--- config.mk ---
export PLATFORM = sky130hd
export DESIGN_NAME = smi_master
export DESIGN_NICKNAME = d
export VERILOG_FILES = /design/src/rtl/smi_pkg.sv /design/src/rtl/smi_master.sv
export SDC_FILE = /design/constraint.sdc
export NUM_CORES = 1
export LEC_CHECK = 0
export CAP_MARGIN = 20
export CORE_UTILIZATION = 63
export CTS_BUF_LIST = sky130_fd_sc_hd__clkbuf_4
export CTS_CLUSTER_SIZE = 20
export DETAILED_ROUTE_END_ITERATION = 10
export DONT_BUFFER_PORTS = 1
export PLACE_DENSITY = 0.79
export RECOVER_POWER = 25
export SYNTH_ARGS = -nofsm -noshare
export SYNTH_HDL_FRONTEND = slang
export SYNTH_SLANG_ARGS = --single-unit
--- constraint.sdc ---
create_clock -name clk -period 5.1 [get_ports clk]
set_input_delay 1.53 -clock clk [delete_from_list [all_inputs] [get_ports clk]]
set_output_delay 1.53 -clock clk [all_outputs]
set_load 0.03 [all_outputs]
--- src/rtl/smi_pkg.sv ---
// smi_pkg: types and default timing shared by the SMI initiator and responder.
package smi_pkg;

    localparam int SMI_DW     = 8;
    localparam int SMI_AW     = 6;
    localparam int SMI_SETUP  = 2;
    localparam int SMI_STROBE = 3;
    localparam int SMI_HOLD   = 1;
    localparam int SMI_PACE   = 0;

    typedef enum logic [2:0] {
        ST_IDLE,
        ST_SETUP,
        ST_STROBE,
        ST_HOLD,
        ST_PACE
    } smi_state_e;

    function automatic int smi_max4(input int a, input int b, input int c, input int d);
        int m;
        m = a;
        if (b > m) m = b;
        if (c > m) m = c;
        if (d > m) m = d;
        return m;
    endfunction

endpackage

--- src/rtl/smi_master.sv ---
// smi_master: SMI bus initiator issuing one timed OE/WE strobe cycle per accepted command.
// Every bus-facing output is a flop, so strobes are glitch-free and release on async reset.
module smi_master
    import smi_pkg::*;
#(
    parameter int DW     = SMI_DW,
    parameter int AW     = SMI_AW,
    parameter int SETUP  = SMI_SETUP,
    parameter int STROBE = SMI_STROBE,
    parameter int HOLD   = SMI_HOLD,
    parameter int PACE   = SMI_PACE
) (
    input  logic          clk,
    input  logic          reset_n,
    input  logic          cmd_valid,
    output logic          cmd_ready,
    input  logic          cmd_write,
    input  logic [AW-1:0] cmd_addr,
    input  logic [DW-1:0] cmd_wdata,
    output logic          rsp_valid,
    output logic [DW-1:0] rsp_rdata,
    output logic          busy,
    output logic          smi_oe_n,
    output logic          smi_we_n,
    output logic [AW-1:0] smi_addr,
    output logic [DW-1:0] smi_dout,
    output logic          smi_doe,
    input  logic [DW-1:0] smi_din
);

    localparam int MAXP = smi_max4(SETUP, STROBE, HOLD, PACE);
    localparam int CW   = (MAXP > 1) ? $clog2(MAXP) : 1;

    localparam logic [CW-1:0] LD_SETUP  = CW'(SETUP - 1);
    localparam logic [CW-1:0] LD_STROBE = CW'(STROBE - 1);
    localparam logic [CW-1:0] LD_HOLD   = CW'(HOLD - 1);
    localparam logic [CW-1:0] LD_PACE   = CW'((PACE > 0) ? PACE - 1 : 0);

    smi_state_e    state_q;
    logic [CW-1:0] cnt_q;
    logic          write_q;
    logic          ready_q;
    logic          oe_n_q;
    logic          we_n_q;
    logic          doe_q;
    logic [AW-1:0] addr_q;
    logic [DW-1:0] dout_q;
    logic          rsp_valid_q;
    logic [DW-1:0] rdata_q;

    logic cnt_done;
    assign cnt_done = (cnt_q == '0);

    always_ff @(posedge clk or negedge reset_n) begin
        if (!reset_n) begin
            state_q     <= ST_IDLE;
            cnt_q       <= '0;
            write_q     <= 1'b0;
            ready_q     <= 1'b0;
            oe_n_q      <= 1'b1;
            we_n_q      <= 1'b1;
            doe_q       <= 1'b0;
            addr_q      <= '0;
            dout_q      <= '0;
            rsp_valid_q <= 1'b0;
            rdata_q     <= '0;
        end else begin
            rsp_valid_q <= 1'b0;
            case (state_q)
                ST_IDLE: begin
                    if (cmd_valid && ready_q) begin
                        state_q <= ST_SETUP;
                        cnt_q   <= LD_SETUP;
                        ready_q <= 1'b0;
                        write_q <= cmd_write;
                        addr_q  <= cmd_addr;
                        doe_q   <= cmd_write;
                        if (cmd_write) dout_q <= cmd_wdata;
                    end else begin
                        ready_q <= 1'b1;
                    end
                end
                ST_SETUP: begin
                    if (cnt_done) begin
                        state_q <= ST_STROBE;
                        cnt_q   <= LD_STROBE;
                        we_n_q  <= !write_q;
                        oe_n_q  <= write_q;
                    end else begin
                        cnt_q <= cnt_q - CW'(1);
                    end
                end
                ST_STROBE: begin
                    if (cnt_done) begin
                        state_q <= ST_HOLD;
                        cnt_q   <= LD_HOLD;
                        we_n_q  <= 1'b1;
                        oe_n_q  <= 1'b1;
                        // Read data is taken on the edge that closes the strobe.
                        if (!write_q) begin
                            rsp_valid_q <= 1'b1;
                            rdata_q     <= smi_din;
                        end
                    end else begin
                        cnt_q <= cnt_q - CW'(1);
                    end
                end
                ST_HOLD: begin
                    if (cnt_done) begin
                        doe_q <= 1'b0;
                        if (PACE > 0) begin
                            state_q <= ST_PACE;
                            cnt_q   <= LD_PACE;
                        end else begin
                            state_q <= ST_IDLE;
                            ready_q <= 1'b1;
                        end
                    end else begin
                        cnt_q <= cnt_q - CW'(1);
                    end
                end
                ST_PACE: begin
                    if (cnt_done) begin
                        state_q <= ST_IDLE;
                        ready_q <= 1'b1;
                    end else begin
                        cnt_q <= cnt_q - CW'(1);
                    end
                end
                default: state_q <= ST_IDLE;
            endcase
        end
    end

    assign cmd_ready = ready_q;
    assign busy      = (state_q != ST_IDLE);
    assign rsp_valid = rsp_valid_q;
    assign rsp_rdata = rdata_q;
    assign smi_oe_n  = oe_n_q;
    assign smi_we_n  = we_n_q;
    assign smi_doe   = doe_q;
    assign smi_addr  = addr_q;
    assign smi_dout  = dout_q;

endmodule

==> impl_table.tex <==
\begin{tabular}{lr}
\hline
Metric & Value \\
\hline
\multicolumn{2}{l}{\textbf{Status}} \\
Result of the run & finished clean \\
\multicolumn{2}{l}{\textbf{Logic synthesis}} \\
Synth top area cells & dfrtp\_1 (49\%), mux2\_2 (11\%), ha\_1 (9.9\%) \\
Warnings from Yosys & 0 \\
Ys flop type & dfrtp\_1 \\
Number of storage elements in the synthesis netlist & 32 \\
Proportion of synthesized chip area in sequential cells & 0.528 \\
Cell Area, Synth & 1520 µm² \\
Number of synthesized flops with an enable pin & 0 \\
Total nets after synthesis & 172 \\
Count of cell types in the netlist & 28 \\
Cells after synthesis & 134 \\
Proportion of netlist area held by the largest area contributor & 0.493 \\
Async S/R FF share, synth & 1.00 \\
Leading area contributor after synthesis & dfrtp\_1 \\
Post-synthesis average cell area & 11.4 µm² \\
\multicolumn{2}{l}{\textbf{Critical path}} \\
Largest fanout on the critical path & 6 \\
Worst path bufs/invs & 2 \\
Crit path largest cell delay & 460 ps \\
Largest delay contributor family on the critical path & flip-flops \\
Cell-by-cell listing of the critical path & inv\_1 > ha\_1 > inv\_1 \\
Startpoint kind of the worst setup timing path & flop \\
Data required time of the critical path & 3570 ps \\
CP dominant cell by count & inv\_1 \\
Critical path capture point type & output pin \\
Setup Crit Path Kind & flop to output pin \\
Data arrival time of the critical path & 1380 ps \\
Standard cell with the maximum stage delay on the critical path & dfrtp\_1 \\
\multicolumn{2}{l}{\textbf{STA}} \\
Crit path setup slack, layout & 2190 ps \\
Slew at the pin closest to its max-slew limit & 442 ps \\
Fin crit period & 2910 ps \\
Final Hold Vio Count & 0 \\
Unrepaired setup endpoints after global routing & false \\
Crit share post-route & 0.570 \\
Worst hold slack & 554 ps \\
Max Clock Skew & 14.5 ps \\
Maximum clock frequency & 344 MHz \\
Fin Setup TNS & 0 ps \\
Final setup violation count & 0 \\
Worst relative slew slack & 0.705 \\
Final number of max-transition violations & 0 \\
\multicolumn{2}{l}{\textbf{Clocking}} \\
Quantity of hold-fixing buffers added after cts & 0 \\
Post-CTS setup buffers & 0 \\
Number of buffers on the longest clock path & 2 \\
CTS sink cnt & 32 \\
Clock Latency Late Sink & 320 ps \\
Number of levels in the clock H-tree & 2 \\
CTS clock-pin slew for the worst setup and hold paths & 100 ps \\
Clock tree from TritonCTS & yes \\
Clock tree root driver cell & clkbuf\_4 \\
TritonCTS Buffers & 5 \\
Quantity of gates resized following cts & 0 \\
\multicolumn{2}{l}{\textbf{Drt}} \\
Vias after detailed routing & 990 \\
Starting DRC count in detailed routing & 9 \\
Vias per cell & 5.89 \\
Post-detailed-route DRC marker count & 0 \\
Detailed Route WL & 2660 µm \\
Antenna-violating nets left & 0 \\
DR WL/cell & 15.8 µm \\
Count of TritonRoute iterations in the first routing pass & 4 \\
\multicolumn{2}{l}{\textbf{Die}} \\
Die footprint & 2620 µm² \\
Placement row count & 17 \\
Width of the die & 51.2 µm \\
Initial standard-cell utilization of the core & 0.675 \\
Boundary pin count & 54 \\
Core footprint & 2250 µm² \\
Die boundary height & 51.2 µm \\
\multicolumn{2}{l}{\textbf{Global routing}} \\
Via count of the first global-routing pass & 993 \\
GRT overflow & 0 \\
Global-route wire length before repair & 4350 µm \\
Global-route usage over all layers & 0.237 \\
Maximum number of pins on one net before global-route repair & 33 \\
Initial antenna violation count & 0 \\
\multicolumn{2}{l}{\textbf{Finish}} \\
Area added between synthesis and finish & 4.93\% \\
Nets & 177 \\
Non-filler cells, final & 168 \\
Number of diodes added for antenna fixing & 0 \\
Count of fill cells added during filler insertion & 180 \\
Ratio of cells with drive above 1 in the final layout & 0.200 \\
Design Area, Final & 1600 µm² \\
\multicolumn{2}{l}{\textbf{Min path}} \\
Kind of path behind the tightest hold check & flop to flop \\
\multicolumn{2}{l}{\textbf{Placed design}} \\
Total cell area at the placement stage & 1540 µm² \\
IO Port Bufs & 0 \\
Placement Setup Slack & 2540 ps \\
Global placer's final weighted congestion & 0.806 \\
Cells after DPL & 160 \\
Post-detailed-placement half-perimeter wirelength & 1990 µm \\
\multicolumn{2}{l}{\textbf{Power and ir drop}} \\
Ratio of total power to cell area & 790 nW/µm² \\
Leakage Power & 0.768 nW \\
Max IR drop VDD & 0.452 mV \\
\multicolumn{2}{l}{\textbf{Run}} \\
Number of max-cap violations & 0 \\
\hline
\end{tabular}
metrics by stage:
step                utilization  power (mW)
finish                    0.709        1.26
global route              0.709        1.35
CTS                       0.709        1.27
detailed placement        0.684        1.13
global placement          0.684        1.10
floorplan                     -        1.04
logic make-up (layout without fill, tap and decap cells):
group,after synthesis,count (layout),synth area share
AND/OR/NAND/NOR,47,47,0.137
adder cells (fa/ha/maj),12,12,0.0986
flip-flops,32,32,0.528
multiplexers,18,18,0.131
buffers and inverters,11,17,0.0329
AO/OA/AOI/OAI,14,14,0.0731
cell usage in the layout (no fill, tap or decap), drive strengths merged:
cell type  instances
ha                12
dfrtp             30
nor2               8
clkinvlp           1
o41ai              1
nor3               2
or2                1
a41oi              1
a31oi              1
o31ai              1
mux2              15
a21oi              5
clkbuf             6
dfstp              2
nand4              1
nand2b             1
nand3b             1
nand3              2
inv                8
o21ai              2
nor3b              1
clkinv             2
a32oi              1
mux2i              3
o32a               1
and2               1
o22ai              1
nand2             29
synthesized netlist by cell type (2+ instances only):
library cell	n
a21oi_1	5
dfrtp_1	30
dfstp_2	2
ha_1	12
inv_1	8
mux2_2	15
mux2i_1	3
nand2_1	29
nand3_1	2
nor2_1	8
nor3_1	2
o21ai_0	2
worst reg2reg max path: cells and delay by family (launching register included):
kind                     cells  cell delay, ps
multiplexers                 1             370
adder cells (fa/ha/maj)      1             380
buffers and inverters        1             150
AND/OR/NAND/NOR              1             340
flip-flops                   1             460
metal layers:
metal	GRT usage	routed length, µm	vias up
li1	-	-	462
met1	0.276	1060	488
met2	0.401	1390	35
met3	0.0923	181	5
met4	0.0694	25	0
met5	0	0	-
worst paths after layout:
check                           slack, ps      endpoint       start  cells after the start
worst min-delay path                  550      smi_we_n     write_q                      1
worst min register to register        550      smi_we_n     write_q                      1
max in group asynchronous            4030      smi_we_n     reset_n                      0
min in group asynchronous             890  rsp_rdata[5]     reset_n                      0
worst max register to register       3290   smi_addr[5]  state_q[1]                      4
worst max-delay path                 2190          busy  state_q[0]                      3
final cells by class:
| class | count | area (µm²) | area share |
|---|---|---|---|
| flip-flops and latches | 32 | 803 | 0.503 |
| inverters | 9 | 33.8 | 0.0211 |
| clock buffers | 6 | 45.0 | 0.0282 |
| well taps | 28 | 35.0 | 0.0219 |
| clock inverters | 2 | 11.3 | 0.00705 |
| multi-input cells | 91 | 669 | 0.419 |
where the power goes:
group | internal [mW] | switching, mW
Sequential | 0.383 | 0.307
Combinational | 0.200 | 0.234
Clock | 0.0578 | 0.0803
Total | 0.641 | 0.621
sequential cells by signal, indices dropped and copies added (netlist names):
name / cells
rsp_rdata: 8
smi_dout: 8
smi_addr: 6
cnt_q: 2
state_q: 2
cmd_ready: 1
rsp_valid: 1
smi_doe: 1
smi_oe_n: 1
smi_we_n: 1
write_q: 1
(Power assumes the default switching activity.)
==> patch 1: new RTL, same flow settings <==
Re-encode `smi_state_e` (5 states) as one-hot, 5 bits wide.
--- a/src/rtl/smi_pkg.sv
+++ b/src/rtl/smi_pkg.sv
@@ -9,10 +9,10 @@
     localparam int SMI_PACE   = 0;
 
-    typedef enum logic [2:0] {
-        ST_IDLE,
-        ST_SETUP,
-        ST_STROBE,
-        ST_HOLD,
-        ST_PACE
+    typedef enum logic [4:0] {
+        ST_IDLE   = 5'b00001,
+        ST_SETUP  = 5'b00010,
+        ST_STROBE = 5'b00100,
+        ST_HOLD   = 5'b01000,
+        ST_PACE   = 5'b10000
     } smi_state_e;
 
Check against the original RTL: same outputs for any inputs over 10 cycles, from zero or initial values and one cycle with reset_n low; not proved beyond that.
==> patch 1 against the unedited design <==
  * Area after synthesis grew 5.0%
  * Via count down 1.2%
  * Sequential cell count up 2
  * Die area rose by 4.8%
  * Worst setup slack lost 220 ps
  * Cell area rose by 3.8%
  * Clock skew decreased by 5.4 ps
  * Sequential power down 16%
  * Count of clock-buffer cells in the layout rose by 1
  * Register-to-register slack worse by 250 ps
  * Sequential share of layout area increased by 1.2 points
  * Total power is 21% lower
  * Wire length grew 0.75%
  * Highest routed layer unchanged
==> patch 1: results <==
set metrics [dict create \
    final-clk-cell-share 0.0362 \
    clkbuf_count 7 \
    critical_path.max_stage_delay_ps 660 \
    synth_area_leaders "dfrtp_1, mux2_2, mux2_4, dfstp_2, ha_1" \
    grt_pass1_vias 949 \
    multi_input_cells 79 \
    leakage_nw 0.798 \
    clk_latency_ps 330 \
    drt_iter0_markers 17 \
    r2r-start "state_q[0]" \
    cp_slowest_cell "dfstp_2" \
    num_antenna_cells 0 \
    synthAdderAreaFrac 0.0235 \
    nFillCells 159 \
    use_met1 0.253 \
    whs_endpoint "cnt_q[1]" \
    place.gp.congestion 0.778 \
    design.seq.count 34 \
    clock_skew_ps 9.16 \
    regArea_sq_um 855 \
    status "finished clean" \
    maxSlewHeadroom 0.660 \
    seq_area_frac_synth 0.534 \
    netlist_top_cells_count "dfrtp_1, mux2_2, nor2_1" \
    r2r-end "smi_dout[6]" \
    min-delay-start "cnt_q[1]" \
    yosysUniqueCellTypes 40 \
    synth_compound_area_frac 0.0962 \
    globalRouteMet3Util 0.104 \
    routed_wl_mm 2.68 \
    grt.total_usage 0.221 \
    syn_to_final_growth_pct 3.76 \
    drive_gt1_frac 0.310 \
    grt_first_pass_wirelength_mm 4.15 \
    path_max_fanout 13 \
    vias_per_cell 6.35 \
    post-place-ws_ps 2340 \
    final_nets 154 \
    met2_usage 0.346 \
    irDropWorstVdd_v 0.000440 \
]
[patch 1: cell types whose count changed in the layout (fill, tap and decap cells not counted), sizes merged, moves of 3 or more]
cell	delta
o22a	+3
inv	-3
mux2i	-3
ha	-9
mux2	+7
nand2	-24
[patch 1: where the power goes]
| group | switching [mW] | leakage, nW | internal [mW] | total [mW] |
|---|---|---|---|---|
| combinational | 0.124 | 0.362 | 0.150 | 0.274 |
| clock | 0.0839 | 0.0324 | 0.0650 | 0.149 |
| sequential | 0.222 | 0.404 | 0.356 | 0.578 |
| total | 0.430 | 0.798 | 0.571 | 1.00 |
[patch 1: per-stage QoR]
step / total power [mW] / cells
after floorplan: 0.809 / 125
after global placement: 0.842 / 146
after detailed placement: 0.855 / 146
after CTS: 1.01 / 154
after global routing: 1.05 / 154
final: 1.00 / 154
[patch 1: per-layer routing]
layer	vias up	share of wire
met5	-	0
met4	0	0.0082
met3	4	0.080
met2	47	0.51
met1	482	0.40
li1	445	-
==> patch 2: new RTL, same flow settings <==
Without the edit above. The package constant `SMI_AW` goes from 6 to 7.
--- a/src/rtl/smi_pkg.sv
+++ b/src/rtl/smi_pkg.sv
@@ -3,5 +3,5 @@
 
     localparam int SMI_DW     = 8;
-    localparam int SMI_AW     = 6;
+    localparam int SMI_AW     = 7;
     localparam int SMI_SETUP  = 2;
     localparam int SMI_STROBE = 3;
Ports: changed (resized cmd_addr and smi_addr); port bits go from 54 to 56. The function was not compared with the original's and may differ.
==> patch 2 against the unedited design <==
  * Worst setup slack worse by 29 ps
  * Sequential cell count is 1 higher
  * Cell area is 4.2% higher
  * Area after synthesis is 2.9% higher
  * Critical path depth stayed put
  * Clock power is 38% higher
  * Wire length is 2.0% higher
  * Total power is 7.0% higher
  * Critical path type unchanged
  * Highest routed layer unchanged
==> patch 2: results <==
set metrics [dict create \
    cp_slowest_cell "dfrtp_1" \
    multi_input_area_share 0.414 \
    antenna_found_initial 0 \
    seq_area_frac_synth 0.529 \
    dp_cells 162 \
    ff2ff_setup_slack_ps 3280 \
    grt_pass1_vias 1041 \
    cts_resized 0 \
    status "finished clean" \
    mappedNetlistArea_sq_um 1570 \
    grt_first_pass_wirelength_mm 4.40 \
    irDropWorstVdd_v 0.000535 \
    min_path_type "reg2reg" \
    cts_made_buffers 5 \
    h-tree-depth 2 \
    holdWs_ps 514 \
    dr_wl_met3_um 170 \
    final-clk-cell-share 0.0474 \
    avgSynthCellArea_sq_um 11.5 \
    route.met2.wl_mm 1.43 \
    drive_gt1_frac 0.218 \
    leakage_nw 0.801 \
    synth-seq-cells 33 \
    dp_hpwl_mm 2.00 \
    vias_per_cell 5.78 \
    sh_seq_area 0.498 \
    multiInputGateArea_sq_um 688 \
    synth_area_leaders "dfrtp_1, mux2_2, ha_1, nand2_1, dfstp_2" \
    use_met1 0.266 \
    num_antenna_cells 0 \
    clock_skew_ps 12.6 \
    met1_length_mm 1.10 \
    top_layer_used "met4" \
    grt.total_usage 0.232 \
    maxSlewHeadroom 0.706 \
    globalRouteMet3Util 0.0877 \
    path_max_fanout 6 \
    multi_input_cells 92 \
    max_freq_ghz 0.341 \
    whs_path_depth 1 \
    post-place-ws_ps 2520 \
    grt_max_degree 34 \
    netlist_top_cells_count "dfrtp_1, nand2_1, mux2_2" \
    final_nets 180 \
    place.gp.congestion 0.825 \
    nFillCells 159 \
    met2_usage 0.397 \
    dr.pass1.iters 3 \
    yosysUniqueCellTypes 29 \
    wl_per_cell_um 16.0 \
    num_vias 982 \
]
patch 2: worst reg2reg max path, cell delays in order (launching register included):
cell and delay (ps):
dfrtp_1 460, inv_1 170, ha_1 390, nand4_2 320, mux2_2 370
patch 2: cells by family after synthesis:
family	Yosys count	share of synthesized area
buffers and inverters	11	0.0319
adders and majority gates	12	0.0958
AOI/OAI and AO/OA	14	0.0711
and+or+nand+nor	47	0.138
muxes	19	0.134
DFF	33	0.529
patch 2: final timing paths:
kind | from | endpoint
worst max-delay path | state_q[0] | busy
worst min-delay path | write_q | smi_we_n
worst max register to register | state_q[1] | smi_dout[1]
worst min register to register | write_q | smi_we_n
max in group asynchronous | reset_n | smi_we_n
min in group asynchronous | reset_n | smi_doe
patch 2: power breakdown:
part / switching (mW) / internal (mW)
Combinational: 0.240 / 0.207
Clock: 0.0829 / 0.107
Sequential: 0.317 / 0.395
Total: 0.640 / 0.710
